===== config.mk =====
export PLATFORM = sky130hd
export DESIGN_NAME = bcd2b_seq_flat
export DESIGN_NICKNAME = d
export VERILOG_FILES = /design/src/rtl/bcd2b_if.sv /design/src/rtl/bcd2b_seq.sv /design/src/flat_wrapper.sv
export SDC_FILE = /design/constraint.sdc
export NUM_CORES = 1
export LEC_CHECK = 0
export ABC_AREA = 1
export CORE_ASPECT_RATIO = 0.75
export CORE_MARGIN = 2
export CORE_UTILIZATION = 30
export DETAILED_ROUTE_END_ITERATION = 10
export SLEW_MARGIN = 40
export SYNTH_ARGS = -nofsm -noshare
export SYNTH_HDL_FRONTEND = slang
export SYNTH_SLANG_ARGS = --single-unit

===== constraint.sdc =====
create_clock -name clk -period 1.95 [get_ports clk]
set_clock_uncertainty 0.1 [all_clocks]
set_input_delay 0.195 -clock clk [delete_from_list [all_inputs] [get_ports clk]]
set_output_delay 0.195 -clock clk [all_outputs]
set_load 0.01 [all_outputs]

===== src/rtl/bcd2b_if.sv =====
// Handshake bundle between a BCD producer and the sequential BCD-to-binary converter.
// Valid/ready: a word transfers on a rising edge where in_valid and in_ready are both 1.
interface bcd2b_if #(
  parameter int DIGIT = 2,
  parameter int WIDTH = 7
);
  logic                 in_valid;
  logic [4*DIGIT-1:0]   BCD_code;
  logic                 in_ready;
  logic                 out_valid;
  logic [WIDTH-1:0]     Binary_code;
  logic                 err_digit;
  logic                 ovf;

  modport master (
    output in_valid, BCD_code,
    input  in_ready, out_valid, Binary_code, err_digit, ovf
  );

  modport slave (
    input  in_valid, BCD_code,
    output in_ready, out_valid, Binary_code, err_digit, ovf
  );
endinterface


===== src/rtl/bcd2b_seq.sv =====
// Sequential BCD-to-binary converter using one reverse double-dabble step per cycle.
// Results are held for a single OUT cycle; a new word may be accepted in that same cycle.
module bcd2b_seq #(
  parameter int DIGIT = 2,
  parameter int WIDTH = 7
) (
  input  logic        clk,
  input  logic        rst_n,
  bcd2b_if.slave      bus,
  output logic [1:0]  state_dbg
);
  localparam int BW = 4 * DIGIT;
  localparam int TW = BW + WIDTH;
  localparam int CW = $clog2(WIDTH + 1);

  typedef enum logic [1:0] {
    IDLE = 2'd0,
    CONV = 2'd1,
    OUT  = 2'd2
  } state_t;

  state_t           state;
  logic [CW-1:0]    cnt;
  logic [TW-1:0]    work;
  logic [TW-1:0]    step_val;
  logic             err_r;
  logic             err_in;

  logic             in_ready_r;
  logic             out_valid_r;
  logic [WIDTH-1:0] bin_r;
  logic             err_o_r;
  logic             ovf_r;

  // Shift right, then pull each BCD field back into range (>=8 minus 3).
  always_comb begin
    step_val = work >> 1;
    for (int i = 0; i < DIGIT; i++) begin
      if (step_val[WIDTH+4*i +: 4] >= 4'd8)
        step_val[WIDTH+4*i +: 4] = step_val[WIDTH+4*i +: 4] - 4'd3;
    end
  end

  always_comb begin
    err_in = 1'b0;
    for (int i = 0; i < DIGIT; i++) begin
      err_in = err_in | (bus.BCD_code[4*i +: 4] > 4'd9);
    end
  end

  always_ff @(posedge clk or negedge rst_n) begin
    if (!rst_n) begin
      state       <= IDLE;
      cnt         <= '0;
      work        <= '0;
      err_r       <= 1'b0;
      in_ready_r  <= 1'b1;
      out_valid_r <= 1'b0;
      bin_r       <= '0;
      err_o_r     <= 1'b0;
      ovf_r       <= 1'b0;
    end else begin
      out_valid_r <= 1'b0;
      bin_r       <= '0;
      err_o_r     <= 1'b0;
      ovf_r       <= 1'b0;
      case (state)
        IDLE, OUT: begin
          if (bus.in_valid) begin
            work       <= {bus.BCD_code, {WIDTH{1'b0}}};
            cnt        <= '0;
            err_r      <= err_in;
            state      <= CONV;
            in_ready_r <= 1'b0;
          end else begin
            state      <= IDLE;
            in_ready_r <= 1'b1;
          end
        end
        CONV: begin
          work <= step_val;
          cnt  <= cnt + 1'b1;
          // Final step: results come from step_val so they line up with the OUT cycle.
          if (cnt == CW'(WIDTH - 1)) begin
            state       <= OUT;
            in_ready_r  <= 1'b1;
            out_valid_r <= 1'b1;
            if (err_r) begin
              err_o_r <= 1'b1;
            end else if (|step_val[TW-1:WIDTH]) begin
              ovf_r <= 1'b1;
              bin_r <= '1;
            end else begin
              bin_r <= step_val[WIDTH-1:0];
            end
          end
        end
        default: begin
          state      <= IDLE;
          in_ready_r <= 1'b1;
        end
      endcase
    end
  end

  assign bus.in_ready    = in_ready_r;
  assign bus.out_valid   = out_valid_r;
  assign bus.Binary_code = bin_r;
  assign bus.err_digit   = err_o_r;
  assign bus.ovf         = ovf_r;
  assign state_dbg       = state;

endmodule


===== src/flat_wrapper.sv =====
// flat-port wrapper written by rule: the top's interface ports become plain ports
module bcd2b_seq_flat 
#(
  parameter int DIGIT = 2,
  parameter int WIDTH = 7
)
  (clk, rst_n, state_dbg, bus_in_valid, bus_BCD_code, bus_in_ready, bus_out_valid, bus_Binary_code, bus_err_digit, bus_ovf);
  bcd2b_if #(.DIGIT(DIGIT), .WIDTH(WIDTH)) bus_i ();
  input  logic clk;
  input  logic rst_n;
  output logic [1:0] state_dbg;
  input wire logic [$bits(bus_i.in_valid)-1:0] bus_in_valid;
  input wire logic [$bits(bus_i.BCD_code)-1:0] bus_BCD_code;
  output wire logic [$bits(bus_i.in_ready)-1:0] bus_in_ready;
  output wire logic [$bits(bus_i.out_valid)-1:0] bus_out_valid;
  output wire logic [$bits(bus_i.Binary_code)-1:0] bus_Binary_code;
  output wire logic [$bits(bus_i.err_digit)-1:0] bus_err_digit;
  output wire logic [$bits(bus_i.ovf)-1:0] bus_ovf;
  assign bus_i.in_valid = bus_in_valid;
  assign bus_i.BCD_code = bus_BCD_code;
  assign bus_in_ready = bus_i.in_ready;
  assign bus_out_valid = bus_i.out_valid;
  assign bus_Binary_code = bus_i.Binary_code;
  assign bus_err_digit = bus_i.err_digit;
  assign bus_ovf = bus_i.ovf;
  bcd2b_seq #(.DIGIT(DIGIT), .WIDTH(WIDTH)) u_core (.clk(clk), .rst_n(rst_n), .bus(bus_i), .state_dbg(state_dbg));
endmodule

==> results of run 1 <==
logic make-up (layout without fill, tap and decap cells):
| logic type | after synthesis | in the layout |
|---|---|---|
| AOI/OAI and AO/OA | 27 | 27 |
| adders and majority gates | 4 | 4 |
| buffers and inverters | 22 | 52 |
| DFF | 31 | 31 |
| and+or+nand+nor | 60 | 60 |
stage by stage:
| stage | instance area [um^2] | power, mW | instances | utilization (%) | hold WS, ns |
|---|---|---|---|---|---|
| 6_report | 1739 | 2.652 | 231 | 39.64 | 0.1976 |
| 5_1_grt | 1739 | 2.881 | 231 | 39.64 | 0.2438 |
| 4_1_cts | 1739 | 2.672 | 231 | 39.64 | 0.2182 |
| 3_5_place_dp | 1639 | 2.109 | 223 | 37.35 | 0.3606 |
| 3_3_place_gp | 1639 | 2.094 | 223 | 37.35 | 0.3599 |
| 2_1_floorplan | 1343 | 1.780 | 144 | - | -0.2006 |
final cells by class:
type / instances / area (um^2) / area share (%)
clock buffers: 8 / 100.1 / 5.755
inverters: 19 / 71.32 / 4.101
multi-input cells: 91 / 474.2 / 27.27
flip-flops and latches: 31 / 777.0 / 44.68
well taps: 57 / 71.32 / 4.101
repair buffers: 25 / 245.2 / 14.10
power groups by stage:
stage	sequential (mW)	clock [mW]	combinational (mW)
after floorplan	1.06	0	0.718
after global placement	1.06	0	1.04
after detailed placement	1.06	0	1.05
after CTS	1.05	0.567	1.05
after global routing	1.08	0.591	1.21
final	1.05	0.554	1.05
worst max path at each step:
stage          slack, ns                            start                                  end
2_1_floorplan       0.57       u_core.work[8]$_DFFE_PN0P_  u_core.bus.Binary_code[0]$_DFF_PN0_
3_3_place_gp        0.36                     bus_in_valid           u_core.work[1]$_DFFE_PN0P_
3_5_place_dp        0.31                     bus_in_valid            u_core.cnt[1]$_DFFE_PN0P_
4_1_cts             0.30  u_core.bus.in_ready$_DFFE_PN1P_                         bus_in_ready
5_1_grt             0.22        u_core.cnt[0]$_DFFE_PN0P_  u_core.bus.Binary_code[0]$_DFF_PN0_
6_report            0.31  u_core.bus.in_ready$_DFFE_PN1P_                         bus_in_ready
cell usage after synthesis, drive strengths merged:
| master | instances | share of area, % |
|---|---|---|
| o21ai | 12 | 4.5 |
| nor3b | 1 | 0.56 |
| nor2 | 11 | 3.1 |
| o22ai | 9 | 4.2 |
| o211ai | 4 | 2.2 |
| nand3 | 7 | 2.6 |
| dfstp | 1 | 2.0 |
| dfrtp | 30 | 56 |
| a21oi | 2 | 0.75 |
| buf | 2 | 1.2 |
| clkbuf | 1 | 0.28 |
| nor3 | 1 | 1.2 |
| inv | 19 | 5.3 |
| ha | 4 | 3.7 |
| nand2 | 40 | 12 |
flip-flops by register name, indices dropped and copies added, names as in the netlist:
register and count:
u_core.bus.in_ready 1, u_core.err_r 1, u_core.bus.out_valid 1, u_core.work 14, u_core.bus.Binary_code 7, u_core.bus.ovf 1
u_core.state_dbg 2, u_core.bus.err_digit 1, u_core.cnt 3
layer usage:
| layer | wire [um] | up-vias | GRT usage, % |
|---|---|---|---|
| met5 | 0 | - | 0 |
| met4 | 38 | 0 | 5.569 |
| met3 | 123 | 5 | 5.347 |
| met2 | 1090 | 20 | 17.71 |
| met1 | 1376 | 459 | 16.85 |
| li1 | - | 522 | - |
==> impl_metrics.tcl, run 1 <==
set metrics [dict create \
    outcome "finished, final reports clean" \
    cts_tree "yes" \
    grt_usage_pct 12.53 \
    pwr-share-comb_pct 39.5 \
    rr_startpoint "u_core.state_dbg[1]$_DFFE_PN0P_" \
    htreeDepth 2 \
    ys_seq_elements 31 \
    synthesis.nets 159 \
    port_buffers 23 \
    grt_pass1_vias 958 \
    r2r_slack_ns 0.40 \
    synth.area.mux_share_pct 0 \
    postCtsResizedCells 0 \
    setup_tns_ns 0 \
    power.density_nw_per_um2 1525 \
    synth-simple-area-share_pct 19.94 \
    antenna_found_initial 0 \
    die_y_um 61.94 \
    final_hold_viol_count 0 \
    cp-start-kind "register" \
    path_clk_slew_ns 0.06 \
    syn-cell-area_um2 1343 \
    slowest_stage "dfstp_2" \
    cts_buffers 5 \
    synth_fa_ha_area_share_pct 3.728 \
    dpl_worst_slack_ns 0.3064 \
    rows 21 \
    routedWlPerCell_um 11.38 \
    timing.rr.end "u_core.cnt[1]$_DFFE_PN0P_" \
    worstMarginPinSlew_ns 0.3855 \
    ios 24 \
    antennaDiodeCount 0 \
    cp_slowest_stage_delay_ns 0.53 \
    grt_max_degree 32 \
    dp_hpwl_um 1836 \
    clockRootBuffer "clkbuf_8" \
    clock_path_buffers 2 \
    synth_compound_area_share_pct 11.65 \
    most-common-layout-cells "nand2_1 (35), dfrtp_1 (30), clkdlybuf4s50_1 (23), inv_1 (19), o21ai_0 (12)" \
    critical_path.top_delay_family "flip-flops" \
    setup_viol 0 \
    antenna_left 0 \
    grt_pass1_wl_um 4519 \
    hold_buffers 0 \
    cp-end-kind "output pin" \
    crit_required_ns 1.65 \
    clock_latency_ns 0.29 \
    grt.overflow.total 0 \
    final_common_cell "nand2_1" \
    period_needed_ns 1.644 \
    path_depth 1 \
    avgSynthCellArea_um2 9.323 \
    final_nets 188 \
    routed_wl_um 2628 \
    finalWeightedCongestion 0.8079 \
    fmax_mhz 608.4 \
    synth_top_family_by_area "simple AND/OR/NAND/NOR gates" \
    p_leak_nw 0.8544 \
    ys_seq_area_share_pct 57.88 \
    post_cts_buffers 0 \
    drtIter0Drc 26 \
    r2r_cells 6 \
    post-route-drc-count 0 \
    synthToLayoutAreaGrowth_pct 29.54 \
    synth_cells 144 \
    setup_ws_ns 0.3062 \
    ys_types 18 \
    post_route_cells_drive_above_1_share_pct 9.195 \
    switching_share_pct 38.16 \
    p_int_mw 1.640 \
    die_w_um 81.25 \
    critPathBufInv 1 \
    fin_crit_sh_pct 84.30 \
    dieArea_um2 5032 \
    slew_headroom_pct 74.22 \
    hold_class "in2async" \
    ys_warn_count 0 \
    firstDrtPassIters 4 \
    fillers 438 \
    arrival_ns 1.35 \
    start_util_pct 30.60 \
    coreArea_um2 4388 \
    cap_violations 0 \
    clockPowerShare_pct 20.9 \
    critPathMaxFanout 2 \
    pwr-share-seq_pct 39.6 \
    via_per_inst 4.355 \
    route.vias.total 1006 \
    timing_max_transition_violations_final 0 \
    ir_drop_v 0.0004619 \
    synth_xor_xnor_area_share_pct 0 \
    crit_type "reg2out" \
    cts_sinks 31 \
    switching_power_mw 1.012 \
    rsz0062_at_grt "false" \
    cp_cell_sequence "clkdlybuf4s50_1" \
]
(Power assumes the default switching activity.)
==> run 2, diff against run 1 <==
Clock period 1.95 ns to 1.5 ns, I/O delays scaled along.
==> run 2 against run 1 <==
Largest power group is now combinational logic. Flip-flop and latch count is the same. Setup slack got worse by 0.24 ns. Core utilization grew 4.2 points. Critical endpoint is now state_dbg[1].
==> impl_metrics.tcl, run 2 (synthesized netlist as in run 1, its figures left out) <==
set metrics [dict create \
    outcome "finished, final reports clean" \
    route.vias.total 1087 \
    cp-startpoint "u_core.state_dbg[1]$_DFFE_PN0P_" \
    start_util_pct 30.60 \
    crit_required_ns 1.25 \
    r2r_slack_ns 0.08 \
    hold_class "in2async" \
    fin_total_pwr_mw 3.823 \
    clockRootBuffer "clkbuf_8" \
    routedWlPerCell_um 11.45 \
    clock_latency_ns 0.28 \
    antenna_found_initial 0 \
    rr_startpoint "u_core.work[9]$_DFFE_PN0P_" \
    fmax_mhz 697.7 \
    finalWeightedCongestion 0.7425 \
    routed_wl_um 2782 \
    r2r_cells 8 \
    cts_tree "yes" \
    port_buffers 23 \
    dieArea_um2 5032 \
    critPathBufInv 1 \
    cp_cell_sequence "clkdlybuf4s50_1" \
    coreArea_um2 4388 \
    design_area_um2 1926 \
    stdcell_count 243 \
    via_per_inst 4.473 \
    antenna_left 0 \
    dpl_worst_slack_ns 0.05314 \
    post_route_cells_drive_above_1_share_pct 23.12 \
    p_leak_nw 0.9271 \
    grt_pass1_wl_um 4692 \
    antennaDiodeCount 0 \
    arrival_ns 1.18 \
    final_common_cell "dfrtp_1" \
    final_nets 200 \
    final_hold_viol_count 0 \
    fin_crit_sh_pct 95.55 \
    crit_type "reg2out" \
    rows 21 \
    setup_viol 0 \
    dp.cells 232 \
    timing_max_transition_violations_final 0 \
    setup_ws_ns 0.06672 \
    path_clk_slew_ns 0.07 \
    cp_slowest_stage_delay_ns 0.54 \
    die_y_um 61.94 \
    most-common-layout-cells "dfrtp_1 (30), nand2_1 (28), clkdlybuf4s50_1 (21), inv_1 (16), o21ai_0 (12)" \
    whs_ns 0.1402 \
    dp_hpwl_um 1887 \
    path_depth 1 \
    largest_reg_flops 14 \
    worstMarginPinSlew_ns 0.2130 \
    htreeDepth 2 \
    drtIter0Drc 62 \
    cp-start-kind "register" \
    placedInstanceArea_um2 1744 \
    die_w_um 81.25 \
    cp-end-kind "output pin" \
    setup_tns_ns 0 \
    timing.rr.end "u_core.bus.Binary_code[1]$_DFF_PN0_" \
    critPathMaxFanout 3 \
    grt_pass1_vias 1023 \
    endpoint "state_dbg[1]" \
    cap_violations 0 \
    synthToLayoutAreaGrowth_pct 43.43 \
    hold_buffers 0 \
    regMostFlops "u_core.work" \
    clock_path_buffers 2 \
    cts_sinks 31 \
    grt_max_degree 32 \
    slowest_stage "clkdlybuf4s50_1" \
    grt_usage_pct 12.97 \
    ir_drop_v 0.0006354 \
    cts_buffers 5 \
    utilization_pct 43.88 \
    slew_headroom_pct 85.75 \
    critical_path.top_delay_family "buffers and inverters" \
    post-route-drc-count 0 \
    power.density_nw_per_um2 1985 \
    period_needed_ns 1.433 \
    ios 24 \
    firstDrtPassIters 6 \
    grt.overflow.total 0 \
]
-- run 2: layout make-up --
class | count | area, um^2
timing repair buffer | 37 | 377.9
multi-input combinational | 91 | 524.3
tap | 57 | 71.32
clock inverter | 1 | 7.507
fill | 436 | 2462
inverter | 19 | 71.32
clock buffer | 7 | 96.34
sequential | 31 | 777.0
-- run 2: how the worst min path moves through the flow --
stage,to,depth (start not counted)
after floorplan,u_core.bus.Binary_code[0]$_DFF_PN0_,0
after global placement,u_core.bus.Binary_code[4]$_DFF_PN0_,2
after detailed placement,u_core.bus.Binary_code[3]$_DFF_PN0_,2
after CTS,u_core.work[10]$_DFFE_PN0P_,2
after global routing,u_core.work[10]$_DFFE_PN0P_,2
final,u_core.work[8]$_DFFE_PN0P_,2
-- run 2: what timing repair did --
action                     CTS  global route
resized for setup            1            17
setup endpoints to repair    1             9
buffers inserted             0             3
hold endpoints to repair     0             0
pin swaps                    0             4
-- run 2: per-layer routing --
metal | wire [um] | up-vias | track usage [%]
met5 | 0 | - | 0
met2 | 1274 | 29 | 19.72
li1 | - | 544 | -
met4 | 9 | 0 | 3.632
met1 | 1376 | 512 | 17.37
met3 | 122 | 2 | 5.202
-- run 2: power by group --
group	internal [mW]	leakage, nW	switching [mW]
Sequential	1.16	0.399	0.195
Combinational	0.800	0.478	0.942
Clock	0.417	0.0505	0.306
==> run 3, diff against run 2 <==
Clock period 1.5 ns to 1.3 ns, I/O delays scaled along.
==> run 3 against run 2 <==
The run now ends with setup timing left. Count of clock-buffer cells in the layout is 1 lower. Design area is 4.5% higher. First-iteration DRC count is 27% higher. Die area stayed put. Setup slack worse by 0.19 ns. Sequential power is 15% higher. Core utilization is 2.0 points higher. Largest cell class unchanged. Largest power group unchanged.
==> impl_metrics.tcl, run 3 (synthesized netlist as in run 1, its figures left out) <==
set metrics [dict create \
    clock_latency_ns 0.28 \
    regMostFlops "u_core.work" \
    period_needed_ns 1.422 \
    cp_slowest_stage_delay_ns 0.40 \
    route.top_layer_used "met4" \
    clockPowerShare_pct 20.2 \
    crit_required_ns 1.37 \
    dp.cells 243 \
    dr_wl_met3_um 151 \
    fin_crit_sh_pct 109.4 \
    fin_total_pwr_mw 4.834 \
    start_util_pct 30.60 \
    die_y_um 61.94 \
    switching_power_mw 1.754 \
    pwr-share-comb_pct 47.4 \
    grt_pass1_vias 1077 \
    seq_area_um2 777.0 \
    switching_share_pct 36.28 \
    crit_top_cell "nand2_2" \
    post_route_cells_drive_above_1_share_pct 27.55 \
    clock_path_buffers 2 \
    post-route-drc-count 0 \
    dpl_worst_slack_ns -0.1080 \
    p_int_mw 3.080 \
    htreeDepth 2 \
    clockRootBuffer "clkbuf_8" \
    antenna_left 0 \
    cap_violations 0 \
    synthToLayoutAreaGrowth_pct 49.95 \
    slew_headroom_pct 82.99 \
    whs_ns 0.1123 \
    grt.overflow.total 0 \
    crit_type "reg2reg" \
    cts_buffers 5 \
    slowest_stage "dfrtp_1" \
    dieArea_um2 5032 \
    grt_max_degree 32 \
    cp_cell_sequence "inv_2 -> ha_4 -> nand2_2 -> nand2_2 -> nor2_1 -> nand3_1 -> nand2_4 -> nand2_1" \
    final_nets 210 \
    coreArea_um2 4388 \
    hold_class "in2async" \
    rows 21 \
    worstMarginPinSlew_ns 0.2525 \
    fillers 419 \
    ir_drop_v 0.0007945 \
    port_buffers 23 \
    met1_length_um 1358 \
    wl_met2_um 1234 \
    final_common_cell "nand2_1" \
    setup_viol 9 \
    setup_ws_ns -0.1218 \
    route.vias.total 1126 \
    drtIter0Drc 79 \
    violations "setup timing" \
    stdcell_count 253 \
    die_w_um 81.25 \
    cp-start-kind "register" \
    outcome "complete, but fails checks" \
    routed_wl_um 2777 \
    largest_reg_flops 14 \
    dp_hpwl_um 1996 \
    critPathMaxFanout 8 \
    fmax_mhz 703.3 \
    rsz0062_at_grt "true" \
    multi_input_area_um2 549.3 \
    cts_tree "yes" \
    final_hold_viol_count 0 \
    antenna_found_initial 0 \
    cp-end-kind "register" \
    timing_max_transition_violations_final 0 \
    power.density_nw_per_um2 2401 \
    antennaDiodeCount 0 \
    ios 24 \
    finalWeightedCongestion 0.7604 \
    arrival_ns 1.49 \
    via_per_inst 4.451 \
    critical_path.top_delay_family "simple AND/OR/NAND/NOR gates" \
    pwr-share-seq_pct 32.4 \
    p_leak_nw 1.044 \
    firstDrtPassIters 4 \
    routedWlPerCell_um 10.98 \
    grt_usage_pct 13.21 \
    setup_tns_ns -1.008 \
    most-common-layout-cells "nand2_1 (32), dfrtp_1 (30), buf_4 (19), inv_1 (15), dlygate4sd2_1 (12)" \
    path_clk_slew_ns 0.06 \
    cts_sinks 31 \
    critPathBufInv 1 \
    grt_pass1_wl_um 4871 \
]
[run 3: cell types whose count changed in the layout (fill, tap and decap cells not counted), sizes merged]
cell / before / now
clkinvlp: 1 / 0
dlymetal6s2s: 1 / 0
clkinv: 0 / 1
buf: 14 / 24
dlygate4sd2: 1 / 12
bufinv: 0 / 1
clkdlybuf4s50: 21 / 10
[run 3: worst register-to-register path, cell delays in order, from the launching register on]
cell     delay, ns
dfrtp_1       0.40
inv_2         0.09
ha_4          0.20
nand2_2       0.06
nand2_2       0.05
nor2_1        0.09
nand3_1       0.13
nand2_4       0.12
nand2_1       0.06
[run 3: timing repair]
item / CTS / global route
endpoints found under the hold margin: 0 / 0
hold buffers: 0 / 0
buffers inserted: 1 / 1
pin swaps: 7 / 8
setup endpoints to repair: 25 / 22
resized for setup: 21 / 17
[run 3: power by group through the flow]
stage	logic (mW)	clock network, mW	registers [mW]
2_1_floorplan	1.08	0	1.60
3_3_place_gp	2.03	0	1.56
3_5_place_dp	2.04	0	1.57
4_1_cts	2.07	1.01	1.55
5_1_grt	2.59	1.05	1.62
6_report	2.29	0.978	1.57
[run 3: worst paths after layout]
kind / startpoint / to / slack, ns / cells past startpoint
max: u_core.work[8]$_DFFE_PN0P_ / u_core.bus.Binary_code[3]$_DFF_PN0_ / -0.12 / 8
min: rst_n / u_core.work[8]$_DFFE_PN0P_ / 0.11 / 2
max reg2reg: u_core.work[8]$_DFFE_PN0P_ / u_core.bus.Binary_code[3]$_DFF_PN0_ / -0.12 / 8
min reg2reg: u_core.work[6]$_DFFE_PN0P_ / u_core.bus.Binary_code[5]$_DFF_PN0_ / 0.38 / 2
max in group asynchronous: rst_n / u_core.bus.in_ready$_DFFE_PN1P_ / 0.75 / 2
min in group clk: bus_BCD_code[0] / u_core.work[7]$_DFFE_PN0P_ / 0.36 / 3
[run 3: routing by layer]
layer  up-vias  track usage, %
li1        571               -
met1       527           17.23
met2        23           20.31
met3         5           4.913
met4         0           5.085
met5         -               0
[run 3: cell type report]
cell class	count	area share, %
Timing Repair Buffer	47	21.19
Clock inverter	2	1.740
Tap cell	57	3.543
Multi-Input combinational cell	91	27.28
Inverter	19	3.543
Clock buffer	6	4.102
Sequential cell	31	38.60
[run 3: per-stage QoR]
step	cell area, um^2	utilization [%]
floorplan	1343	-
global placement	1814	41.35
detailed placement	1814	41.35
CTS	1947	44.37
global route	2013	45.88
finish	2013	45.88
